===== config.mk =====
export PLATFORM = sky130hd
export DESIGN_NAME = y_rmw_writer
export DESIGN_NICKNAME = d
export VERILOG_FILES = /design/src/rtl/y_rmw_pkg.sv /design/src/rtl/y_rmw_fifo.sv /design/src/rtl/y_rmw_writer.sv
export SDC_FILE = /design/constraint.sdc
export NUM_CORES = 1
export LEC_CHECK = 0
export ABC_CLOCK_PERIOD_IN_PS = 10710
export CAP_MARGIN = 20
export CORE_MARGIN = 3
export CORE_UTILIZATION = 44
export DETAILED_ROUTE_END_ITERATION = 8
export GPL_ROUTABILITY_DRIVEN = 0
export PLACE_DENSITY = 0.76
export SYNTH_ARGS = -nofsm -noshare
export SYNTH_HDL_FRONTEND = slang
export SYNTH_HIERARCHICAL = 1
export SYNTH_SLANG_ARGS = --single-unit

===== constraint.sdc =====
create_clock -name clock -period 10.71 [get_ports clock]
set_input_delay 3.213 -clock clock [delete_from_list [all_inputs] [get_ports clock]]
set_output_delay 3.213 -clock clock [all_outputs]
set_load 0.02 [all_outputs]

===== src/rtl/y_rmw_pkg.sv =====
// Shared types and helpers for the Y-matrix read-modify-write writer.
package y_rmw_pkg;

    typedef enum logic [1:0] {
        ST_IDLE  = 2'd0,
        ST_READ  = 2'd1,
        ST_WAIT  = 2'd2,
        ST_WRITE = 2'd3
    } state_e;

    localparam int DEF_ADDR_W = 11;
    localparam int DEF_LANES  = 4;
    localparam int DEF_LANE_W = 64;
    localparam int DEF_VAL_W  = 48;
    localparam int DEF_DEPTH  = 4;
    localparam int DEF_RD_LAT = 1;

    // Widest lane the merge helper supports; narrower lanes are zero-extended.
    localparam int MAX_LANE_W = 128;
    typedef logic [MAX_LANE_W-1:0] lane_t;

    // Replace (acc=0) or complex-add (acc=1) the value field of one lane.
    // Each half wraps on its own; pad bits above val_w pass through.
    function automatic lane_t lane_merge(input lane_t old_lane, input lane_t val,
                                         input int val_w, input logic acc);
        lane_t one;
        lane_t half_m;
        lane_t val_m;
        lane_t new_v;
        one    = lane_t'(1);
        half_m = (one << (val_w >> 1)) - one;
        val_m  = (half_m << (val_w >> 1)) | half_m;
        if (acc) begin
            new_v = ((((old_lane >> (val_w >> 1)) + (val >> (val_w >> 1))) & half_m) << (val_w >> 1))
                  | ((old_lane + val) & half_m);
        end else begin
            new_v = val & val_m;
        end
        return (old_lane & ~val_m) | new_v;
    endfunction

endpackage


===== src/rtl/y_rmw_fifo.sv =====
// Count-based synchronous FIFO holding queued Y updates; head is shown combinationally.
module y_rmw_fifo #(
    parameter int DEPTH = 4,
    parameter int WIDTH = 8
) (
    input  logic                     clock,
    input  logic                     reset,
    input  logic                     push,
    input  logic [WIDTH-1:0]         din,
    input  logic                     pop,
    output logic [WIDTH-1:0]         dout,
    output logic                     full,
    output logic                     empty,
    output logic [$clog2(DEPTH):0]   count
);
    localparam int PW = $clog2(DEPTH);
    localparam int CW = PW + 1;

    logic [WIDTH-1:0] mem_q [DEPTH];
    logic [PW-1:0]    wr_ptr_q, wr_ptr_d;
    logic [PW-1:0]    rd_ptr_q, rd_ptr_d;
    logic [CW-1:0]    cnt_q, cnt_d;

    always_comb begin
        wr_ptr_d = wr_ptr_q + PW'(push);
        rd_ptr_d = rd_ptr_q + PW'(pop);
        cnt_d    = cnt_q + CW'(push) - CW'(pop);
    end

    always_ff @(posedge clock or posedge reset) begin
        if (reset) begin
            wr_ptr_q <= '0;
            rd_ptr_q <= '0;
            cnt_q    <= '0;
        end else begin
            wr_ptr_q <= wr_ptr_d;
            rd_ptr_q <= rd_ptr_d;
            cnt_q    <= cnt_d;
        end
    end

    always_ff @(posedge clock) begin
        if (push) mem_q[wr_ptr_q] <= din;
    end

    assign dout  = mem_q[rd_ptr_q];
    assign full  = (cnt_q == CW'(DEPTH));
    assign empty = (cnt_q == '0);
    assign count = cnt_q;

endmodule


===== src/rtl/y_rmw_writer.sv =====
// Queued read-modify-write engine committing lane updates into the row-organised Y memory.
// Optional accumulate mode (in_acc port, complex add) is enabled by defining Y_RMW_ACCUM_EN.
module y_rmw_writer
    import y_rmw_pkg::*;
#(
    parameter int ADDR_W = DEF_ADDR_W,
    parameter int LANES  = DEF_LANES,
    parameter int LANE_W = DEF_LANE_W,
    parameter int VAL_W  = DEF_VAL_W,
    parameter int DEPTH  = DEF_DEPTH,
    parameter int RD_LAT = DEF_RD_LAT
) (
    input  logic                     clock,
    input  logic                     reset,
    input  logic                     in_valid,
    output logic                     in_ready,
    input  logic [ADDR_W-1:0]        in_addr,
    input  logic [LANES-1:0]         in_lane_oh,
    input  logic [VAL_W-1:0]         in_data,
    input  logic                     in_last,
`ifdef Y_RMW_ACCUM_EN
    input  logic                     in_acc,
`endif
    output logic                     rd_en,
    output logic [ADDR_W-1:0]        rd_addr,
    input  logic [LANES*LANE_W-1:0]  rd_data,
    output logic                     wr_en,
    output logic [ADDR_W-1:0]        wr_addr,
    output logic [LANES*LANE_W-1:0]  wr_data,
    output logic                     busy,
    output logic                     done
);
    localparam int ROW_W = LANES * LANE_W;
    localparam int CW    = $clog2(DEPTH) + 1;
    localparam int WC_W  = (RD_LAT > 1) ? $clog2(RD_LAT) : 1;
`ifdef Y_RMW_ACCUM_EN
    localparam int ACC_W = 1;
`else
    localparam int ACC_W = 0;
`endif
    localparam int ENTRY_W = ADDR_W + LANES + VAL_W + 1 + ACC_W;

    logic               fifo_push, fifo_pop, fifo_full, fifo_empty;
    logic [CW-1:0]      fifo_cnt;
    logic [ENTRY_W-1:0] push_entry, head;
    logic [ADDR_W-1:0]  head_addr;
    logic [LANES-1:0]   head_mask;
    logic [VAL_W-1:0]   head_val;
    logic               head_last, head_acc;

    assign in_ready  = !reset && !fifo_full;
    assign fifo_push = in_valid && in_ready;

`ifdef Y_RMW_ACCUM_EN
    assign push_entry = {in_acc, in_last, in_data, in_lane_oh, in_addr};
    assign head_acc   = head[ENTRY_W-1];
`else
    assign push_entry = {in_last, in_data, in_lane_oh, in_addr};
    assign head_acc   = 1'b0;
`endif
    assign head_addr = head[ADDR_W-1:0];
    assign head_mask = head[ADDR_W +: LANES];
    assign head_val  = head[ADDR_W+LANES +: VAL_W];
    assign head_last = head[ADDR_W+LANES+VAL_W];

    y_rmw_fifo #(.DEPTH(DEPTH), .WIDTH(ENTRY_W)) u_fifo (
        .clock (clock),
        .reset (reset),
        .push  (fifo_push),
        .din   (push_entry),
        .pop   (fifo_pop),
        .dout  (head),
        .full  (fifo_full),
        .empty (fifo_empty),
        .count (fifo_cnt)
    );

    state_e             state_q, state_d;
    logic [WC_W-1:0]    wait_cnt_q, wait_cnt_d;
    logic               rd_en_q, rd_en_d, wr_en_q, wr_en_d, busy_q, busy_d, done_q, done_d;
    logic [ADDR_W-1:0]  rd_addr_q, rd_addr_d, wr_addr_q, wr_addr_d;
    logic [ROW_W-1:0]   wr_data_q, wr_data_d, merged;
    logic [ADDR_W-1:0]  cur_addr_q, cur_addr_d;
    logic [LANES-1:0]   cur_mask_q, cur_mask_d;
    logic [VAL_W-1:0]   cur_val_q, cur_val_d;
    logic               cur_last_q, cur_last_d, cur_acc_q, cur_acc_d;
    logic               take_head;

    always_comb begin
        merged = rd_data;
        for (int l = 0; l < LANES; l++) begin
            if (cur_mask_q[l]) begin
                merged[l*LANE_W +: LANE_W] = LANE_W'(lane_merge(lane_t'(rd_data[l*LANE_W +: LANE_W]),
                                                                lane_t'(cur_val_q), VAL_W, cur_acc_q));
            end
        end
    end

    always_comb begin
        state_d    = state_q;
        wait_cnt_d = wait_cnt_q;
        rd_en_d    = 1'b0;
        rd_addr_d  = rd_addr_q;
        wr_en_d    = 1'b0;
        wr_addr_d  = wr_addr_q;
        wr_data_d  = wr_data_q;
        done_d     = 1'b0;
        take_head  = 1'b0;
        fifo_pop   = 1'b0;
        cur_addr_d = cur_addr_q;
        cur_mask_d = cur_mask_q;
        cur_val_d  = cur_val_q;
        cur_last_d = cur_last_q;
        cur_acc_d  = cur_acc_q;
        case (state_q)
            ST_IDLE:  take_head = !fifo_empty;
            ST_READ: begin
                state_d    = ST_WAIT;
                wait_cnt_d = WC_W'(RD_LAT - 1);
            end
            ST_WAIT: begin
                if (wait_cnt_q == '0) begin
                    state_d   = ST_WRITE;
                    wr_en_d   = 1'b1;
                    wr_addr_d = cur_addr_q;
                    wr_data_d = merged;
                end else begin
                    wait_cnt_d = wait_cnt_q - WC_W'(1);
                end
            end
            ST_WRITE: begin
                done_d = cur_last_q;
                // Zero-mask heads go back through IDLE so two done pulses never merge.
                take_head = !fifo_empty && (|head_mask);
                state_d   = ST_IDLE;
            end
            default:  state_d = ST_IDLE;
        endcase
        if (take_head) begin
            fifo_pop   = 1'b1;
            cur_addr_d = head_addr;
            cur_mask_d = head_mask;
            cur_val_d  = head_val;
            cur_last_d = head_last;
            cur_acc_d  = head_acc;
            if (|head_mask) begin
                state_d   = ST_READ;
                rd_en_d   = 1'b1;
                rd_addr_d = head_addr;
            end else begin
                done_d = head_last;
            end
        end
        busy_d = (state_d != ST_IDLE) || fifo_push || (fifo_cnt > CW'(1))
               || ((fifo_cnt == CW'(1)) && !fifo_pop);
    end

    always_ff @(posedge clock or posedge reset) begin
        if (reset) begin
            state_q    <= ST_IDLE;
            wait_cnt_q <= '0;
            rd_en_q    <= 1'b0;
            rd_addr_q  <= '0;
            wr_en_q    <= 1'b0;
            wr_addr_q  <= '0;
            wr_data_q  <= '0;
            busy_q     <= 1'b0;
            done_q     <= 1'b0;
        end else begin
            state_q    <= state_d;
            wait_cnt_q <= wait_cnt_d;
            rd_en_q    <= rd_en_d;
            rd_addr_q  <= rd_addr_d;
            wr_en_q    <= wr_en_d;
            wr_addr_q  <= wr_addr_d;
            wr_data_q  <= wr_data_d;
            busy_q     <= busy_d;
            done_q     <= done_d;
        end
    end

    always_ff @(posedge clock) begin
        cur_addr_q <= cur_addr_d;
        cur_mask_q <= cur_mask_d;
        cur_val_q  <= cur_val_d;
        cur_last_q <= cur_last_d;
        cur_acc_q  <= cur_acc_d;
    end

    assign rd_en   = rd_en_q;
    assign rd_addr = rd_addr_q;
    assign wr_en   = wr_en_q;
    assign wr_addr = wr_addr_q;
    assign wr_data = wr_data_q;
    assign busy    = busy_q;
    assign done    = done_q;

endmodule


==> flow_metrics.tcl, run 1 <==
set metrics [dict create \
    power.density_nw_per_um2 327 \
    cts_buffers 66 \
    required_ns 7.50 \
    maxCapViolCount 0 \
    drive_above_1_share_pct 13.1 \
    grt_pass1_wl_um 102000 \
    wire_per_inst_um 25.0 \
    syn_avg_cell_area_um2 16.2 \
    slew_headroom_pct 27.1 \
    track_usage_pct 24.4 \
    synth_top_family_by_area "multiplexers" \
    via_per_inst 5.30 \
    setup_violations 0 \
    syn_to_final_growth_pct 37.3 \
    n_fill_cell 3879 \
    worst_slew_pin_slew_ns 1.09 \
    synth.cell_area_um2 23700 \
    fp.dieW_um 238 \
    first_global_vias 15408 \
    numClockSinks 611 \
    p_leak_nw 12.5 \
    placed_cells 2691 \
    postRouteAntennaNets 0 \
    finalSetupTns_ns 0 \
    fp-row-count 84 \
    die_area_um2 56700 \
    dp_hpwl_um 49200 \
    critical_path_class "in2out" \
    grt_overflow 0 \
    routed_wirelength_um 70600 \
    synth_cell_types 31 \
    cts_resized 0 \
    maxSlewViolCount 0 \
    drt_iter0_drc 1069 \
    initial_core_util_pct 44.8 \
    seq_area_um2 16900 \
    synth_edf_count 320 \
    hold_violations 0 \
    ys_seq_area_share_pct 71.2 \
    fin_hold_ws_ns 0.479 \
    yosysWarningCount 6 \
    root_buffer "clkbuf_16" \
    drc 0 \
    htree_levels 3 \
    core_um2 53000 \
    synthesis.instances 1467 \
    cp.arrival_ns 4.45 \
    muxShareOfSynthArea_pct 18.3 \
    syn-num-nets 1798 \
    synth_compound_area_share_pct 4.23 \
    post_cts_buffers 0 \
    hold_buffers 0 \
    portBuffers 605 \
    yosys.area_share.simple_pct 3.47 \
    synth_xor_area_share_pct 0.169 \
    grt_max_degree 105 \
    endpoint_kind "primary output" \
    min_period_over_period_pct 71.5 \
    rsz0062_at_grt "false" \
    yosys.area_share.adder_pct 0.454 \
    antenna_found_initial 18 \
    nNetsFinal 2403 \
    io_pins 606 \
    worstSetupStartpointType "input port" \
    cp_max_fo 4 \
    cts_tree "done" \
    clock_path_buffers 3 \
    multiInputGateArea_um2 6360 \
    fin_total_pwr_mw 10.7 \
    fin_cells 2824 \
    finalClockSkew_ns 0.0258 \
    vias 14965 \
    firstDrtPassIters 5 \
    path_clk_slew_ns 0.06 \
    peakVddDrop_mv 0.235 \
    die_h_um 238 \
    status "completed" \
    min-delay-path-class "reg2reg" \
    synth_top_flop_cell "edfxtp_1" \
    ys_ff_latch 611 \
    fin_crit_ns 7.66 \
    async_reset_ff_share_pct 47.6 \
    clk-insertion-delay-late_ns 0.60 \
    fmax_ghz 0.131 \
]
## layout make-up
type / count / area share [%]
Sequential cell: 611 / 51.9
Multi-Input combinational cell: 758 / 19.5
Timing Repair Buffer: 627 / 19.1
Clock buffer: 91 / 5.64
Tap cell: 688 / 2.64
Clock inverter: 26 / 0.938
Antenna cell: 15 / 0.115
Inverter: 8 / 0.104
## state kept, by name (all words and copies together), names as in the netlist, 2 cells and up
register,flops
cur_addr_q,11
cur_mask_q,4
cur_val_q,48
rd_addr,11
state_q,2
u_fifo/count,3
u_fifo/mem_q,256
u_fifo/rd_ptr_q,2
u_fifo/wr_ptr_q,2
wr_addr,11
wr_data,256
## power breakdown
part	internal [mW]	leakage (nW)	switching (mW)
registers	3.40	6.19	0.663
logic	2.02	5.27	2.33
clock network	1.33	1.04	0.919
total	6.75	12.5	3.91
## critical path, cell delays in order
cell and delay, ns:
clkdlybuf4s50_1 0.49, nor2_1 0.14, clkdlybuf4s50_1 0.61
## kinds of logic after synthesis
| family | after synthesis |
|---|---|
| DFF | 611 |
| buffers and inverters | 98 |
| AOI/OAI and AO/OA | 197 |
| xor gates and xnor gates | 3 |
| adders and majority gates | 8 |
| and+or+nand+nor | 208 |
| muxes | 342 |
## metal layers
layer | up-vias | global-route usage (%) | wire [µm]
met3 | 153 | 6.93 | 5140
met2 | 537 | 38.7 | 33900
met1 | 7567 | 31.1 | 27900
met5 | - | 0 | 57
li1 | 6700 | - | -
met4 | 8 | 12.3 | 3630
## per-stage QoR
| stage | area, µm² | util [%] | setup slack, ns |
|---|---|---|---|
| after floorplan | 23700 | - | 1.72 |
| after global placement | 30400 | 57.3 | 3.03 |
| after detailed placement | 30400 | 57.3 | 3.05 |
| after CTS | 32500 | 61.4 | 3.04 |
| after global routing | 32600 | 61.5 | 2.97 |
| final | 32600 | 61.5 | 3.05 |
## cell usage in the layout, fill, tap and decap left out, drive strengths merged, types with 3 or more instances in the layout
cell type	count
clkdlybuf4s50	605
nor2	194
mux2i	192
a21oi	193
dfrtp	291
buf	22
clkbuf	91
diode	15
clkinv	15
mux4	64
clkinvlp	3
edfxtp	320
ha	7
bufinv	5
inv	11
nor3b	3
mux2	86
## synth_stat cells (6+ instances only)
cell type | n | area share [%]
a21oi_1 | 193 | 4.1
buf_12 | 6 | 0.51
buf_2 | 22 | 0.46
clkbuf_1 | 56 | 0.89
dfrtp_1 | 291 | 31
edfxtp_1 | 320 | 41
ha_1 | 7 | 0.37
inv_1 | 8 | 0.13
mux2_2 | 86 | 4.1
mux2i_1 | 192 | 8.1
mux4_2 | 60 | 5.7
nor2_1 | 194 | 3.1
## final timing paths
kind / slack, ns / endpoint / cells past startpoint / start
worst max-delay path: 3.05 / in_ready / 3 / reset
min in group asynchronous: 2.97 / wr_addr[1]$_DFFE_PP0P_ / 2 / reset
worst min register to register: 0.48 / wr_addr[2]$_DFFE_PP0P_ / 1 / cur_addr_q[2]$_DFFE_PN_
worst min-delay path: 0.48 / wr_addr[2]$_DFFE_PP0P_ / 1 / cur_addr_q[2]$_DFFE_PN_
max in group asynchronous: 6.15 / wr_data[98]$_DFFE_PP0P_ / 4 / reset
worst max register to register: 6.43 / u_fifo/count[2]$_DFF_PP0_ / 10 / u_fifo/rd_ptr_q[1]$_DFF_PP0_
(Power assumes the default switching activity.)
==> inputs of run 2 (changes only) <==
ABC_CLOCK_PERIOD_IN_PS = 7400   (was 10710)
CORE_AREA = 3 3 238 240   (was unset)
CORE_MARGIN = unset   (was 3)
CORE_UTILIZATION = unset   (was 44)
DIE_AREA = 0 0 241 243   (was unset)
PLACE_DENSITY = 0.72   (was 0.76)
clock period = 7.4 ns   (was 10.71 ns; I/O delays follow)
==> run 2 against run 1 <==
Compared with the run above: setup slack got worse by 1.4 ns; utilization decreased by 1.8 points; clock power increased by 54%; sequential share of layout area fell by 0.29 points; critical endpoint unchanged; first-iteration DRC count decreased by 8.9%.
==> flow_metrics.tcl, run 2 (same netlist as run 1, synthesis figures left out) <==
set metrics [dict create \
    stdcell_area_um2 32700 \
    crit_start "reset" \
    setup_violations 0 \
    n_fill_cell 4096 \
    die_area_um2 58600 \
    p_leak_nw 12.6 \
    fin_hold_ws_ns 0.479 \
    maxSlewViolCount 0 \
    cts_buffers 67 \
    dp_hpwl_um 47600 \
    post-place-ws_ns 1.68 \
    cts_tree "done" \
    hold_buffers 0 \
    fmax_ghz 0.175 \
    grt_overflow 0 \
    slowest_stage "clkdlybuf4s50_1" \
    vias 14855 \
    first_global_vias 15154 \
    endpoint_kind "primary output" \
    critical_path_class "in2out" \
    placed_cells 2703 \
    maxCapViolCount 0 \
    nNetsFinal 2399 \
    antenna_found_initial 17 \
    placedInstanceArea_um2 30400 \
    crit_chain "clkdlybuf4s50_1, nor2_1, clkdlybuf4s50_1" \
    firstDrtPassIters 5 \
    drive_above_1_share_pct 13.1 \
    cp_max_fo 4 \
    hold_violations 0 \
    core_um2 54900 \
    critPathBufInv 2 \
    clk-insertion-delay-late_ns 0.59 \
    routed_wirelength_um 69100 \
    seq_area_um2 16900 \
    finalSetupTns_ns 0 \
    finalClockSkew_ns 0.0237 \
    reg2reg_from "u_fifo/rd_ptr_q[1]$_DFF_PP0_" \
    min_period_over_period_pct 77.2 \
    worstSetupStartpointType "input port" \
    io_pins 606 \
    fin_total_pwr_mw 15.6 \
    min-delay-path-class "reg2reg" \
    post_cts_buffers 0 \
    layout_commonest_cell "clkdlybuf4s50_1" \
    grt_max_degree 220 \
    slew_headroom_pct 24.4 \
    grt_pass1_wl_um 99900 \
    via_per_inst 5.24 \
    path_clk_slew_ns 0.06 \
    rsz0062_at_grt "false" \
    wire_per_inst_um 24.3 \
    worst_slew_pin_slew_ns 1.13 \
    postRouteAntennaNets 0 \
    multiInputGateArea_um2 6360 \
    drc 0 \
    drt_iter0_drc 974 \
    fp.dieW_um 241 \
    peakVddDrop_mv 0.307 \
    fin_util_pct 59.7 \
    syn_to_final_growth_pct 38.0 \
    initial_core_util_pct 43.2 \
    fp-row-count 86 \
    cts_resized 0 \
    clock_path_buffers 3 \
    hold_start "cur_addr_q[2]$_DFFE_PN_" \
    htree_levels 3 \
    portBuffers 605 \
    required_ns 5.18 \
    cpLargestDelayFamily "buffers and inverters" \
    root_buffer "clkbuf_16" \
    fin_cells 2836 \
    cp.arrival_ns 3.49 \
    track_usage_pct 23.2 \
    status "completed" \
    power.density_nw_per_um2 477 \
    layout_common_cells "clkdlybuf4s50_1, edfxtp_1, dfrtp_1, nor2_1, a21oi_1" \
    setup_ws_ns 1.69 \
    crit_top_cell "clkdlybuf4s50_1" \
    die_h_um 243 \
    fin_crit_ns 5.71 \
    numClockSinks 611 \
    max_stage_delay_ns 0.62 \
]
[run 2: routing by layer]
layer  vias to the layer above  track usage, %  part of all wire (%)
met5                         -               0                  0.11
met4                        12            9.61                   3.8
li1                       6686               -                     -
met3                       145            5.99                   7.4
met1                      7450            29.1                    39
met2                       562            38.3                    49
[run 2: worst reg2reg max path: cells and delay by family (launching register included)]
family	cells	cell delay [ns]
xor gates and xnor gates	1	0.18
buffers and inverters	1	0.04
AOI/OAI and AO/OA	1	0.21
muxes	1	0.48
DFF	1	1.09
adders and majority gates	3	0.84
and+or+nand+nor	2	0.66
[run 2: cell type report]
type / count / area share, %
Clock inverter: 30 / 1.19
Inverter: 8 / 0.103
Clock buffer: 93 / 5.86
Sequential cell: 611 / 51.6
Tap cell: 704 / 2.69
Multi-Input combinational cell: 758 / 19.4
Antenna cell: 10 / 0.0764
Timing Repair Buffer: 622 / 19.0
[run 2: path summary, 6_finish.rpt]
kind | end | slack (ns) | cells after the start
max | in_ready | 1.69 | 3
max in group asynchronous | wr_data[100]$_DFFE_PP0P_ | 4.09 | 3
min in group asynchronous | busy$_DFF_PP0_ | 1.99 | 2
min | wr_addr[2]$_DFFE_PP0P_ | 0.48 | 1
min reg2reg | wr_addr[2]$_DFFE_PP0P_ | 0.48 | 1
max reg2reg | u_fifo/count[2]$_DFF_PP0_ | 3.77 | 9
[run 2: power breakdown]
group          total, mW  switching [mW]  internal (mW)  leakage, nW
sequential          5.84           0.917           4.93         6.19
clock               3.46            1.35           2.11         1.13
combinational       6.31            3.38           2.93         5.26
total               15.6            5.65           9.96         12.6
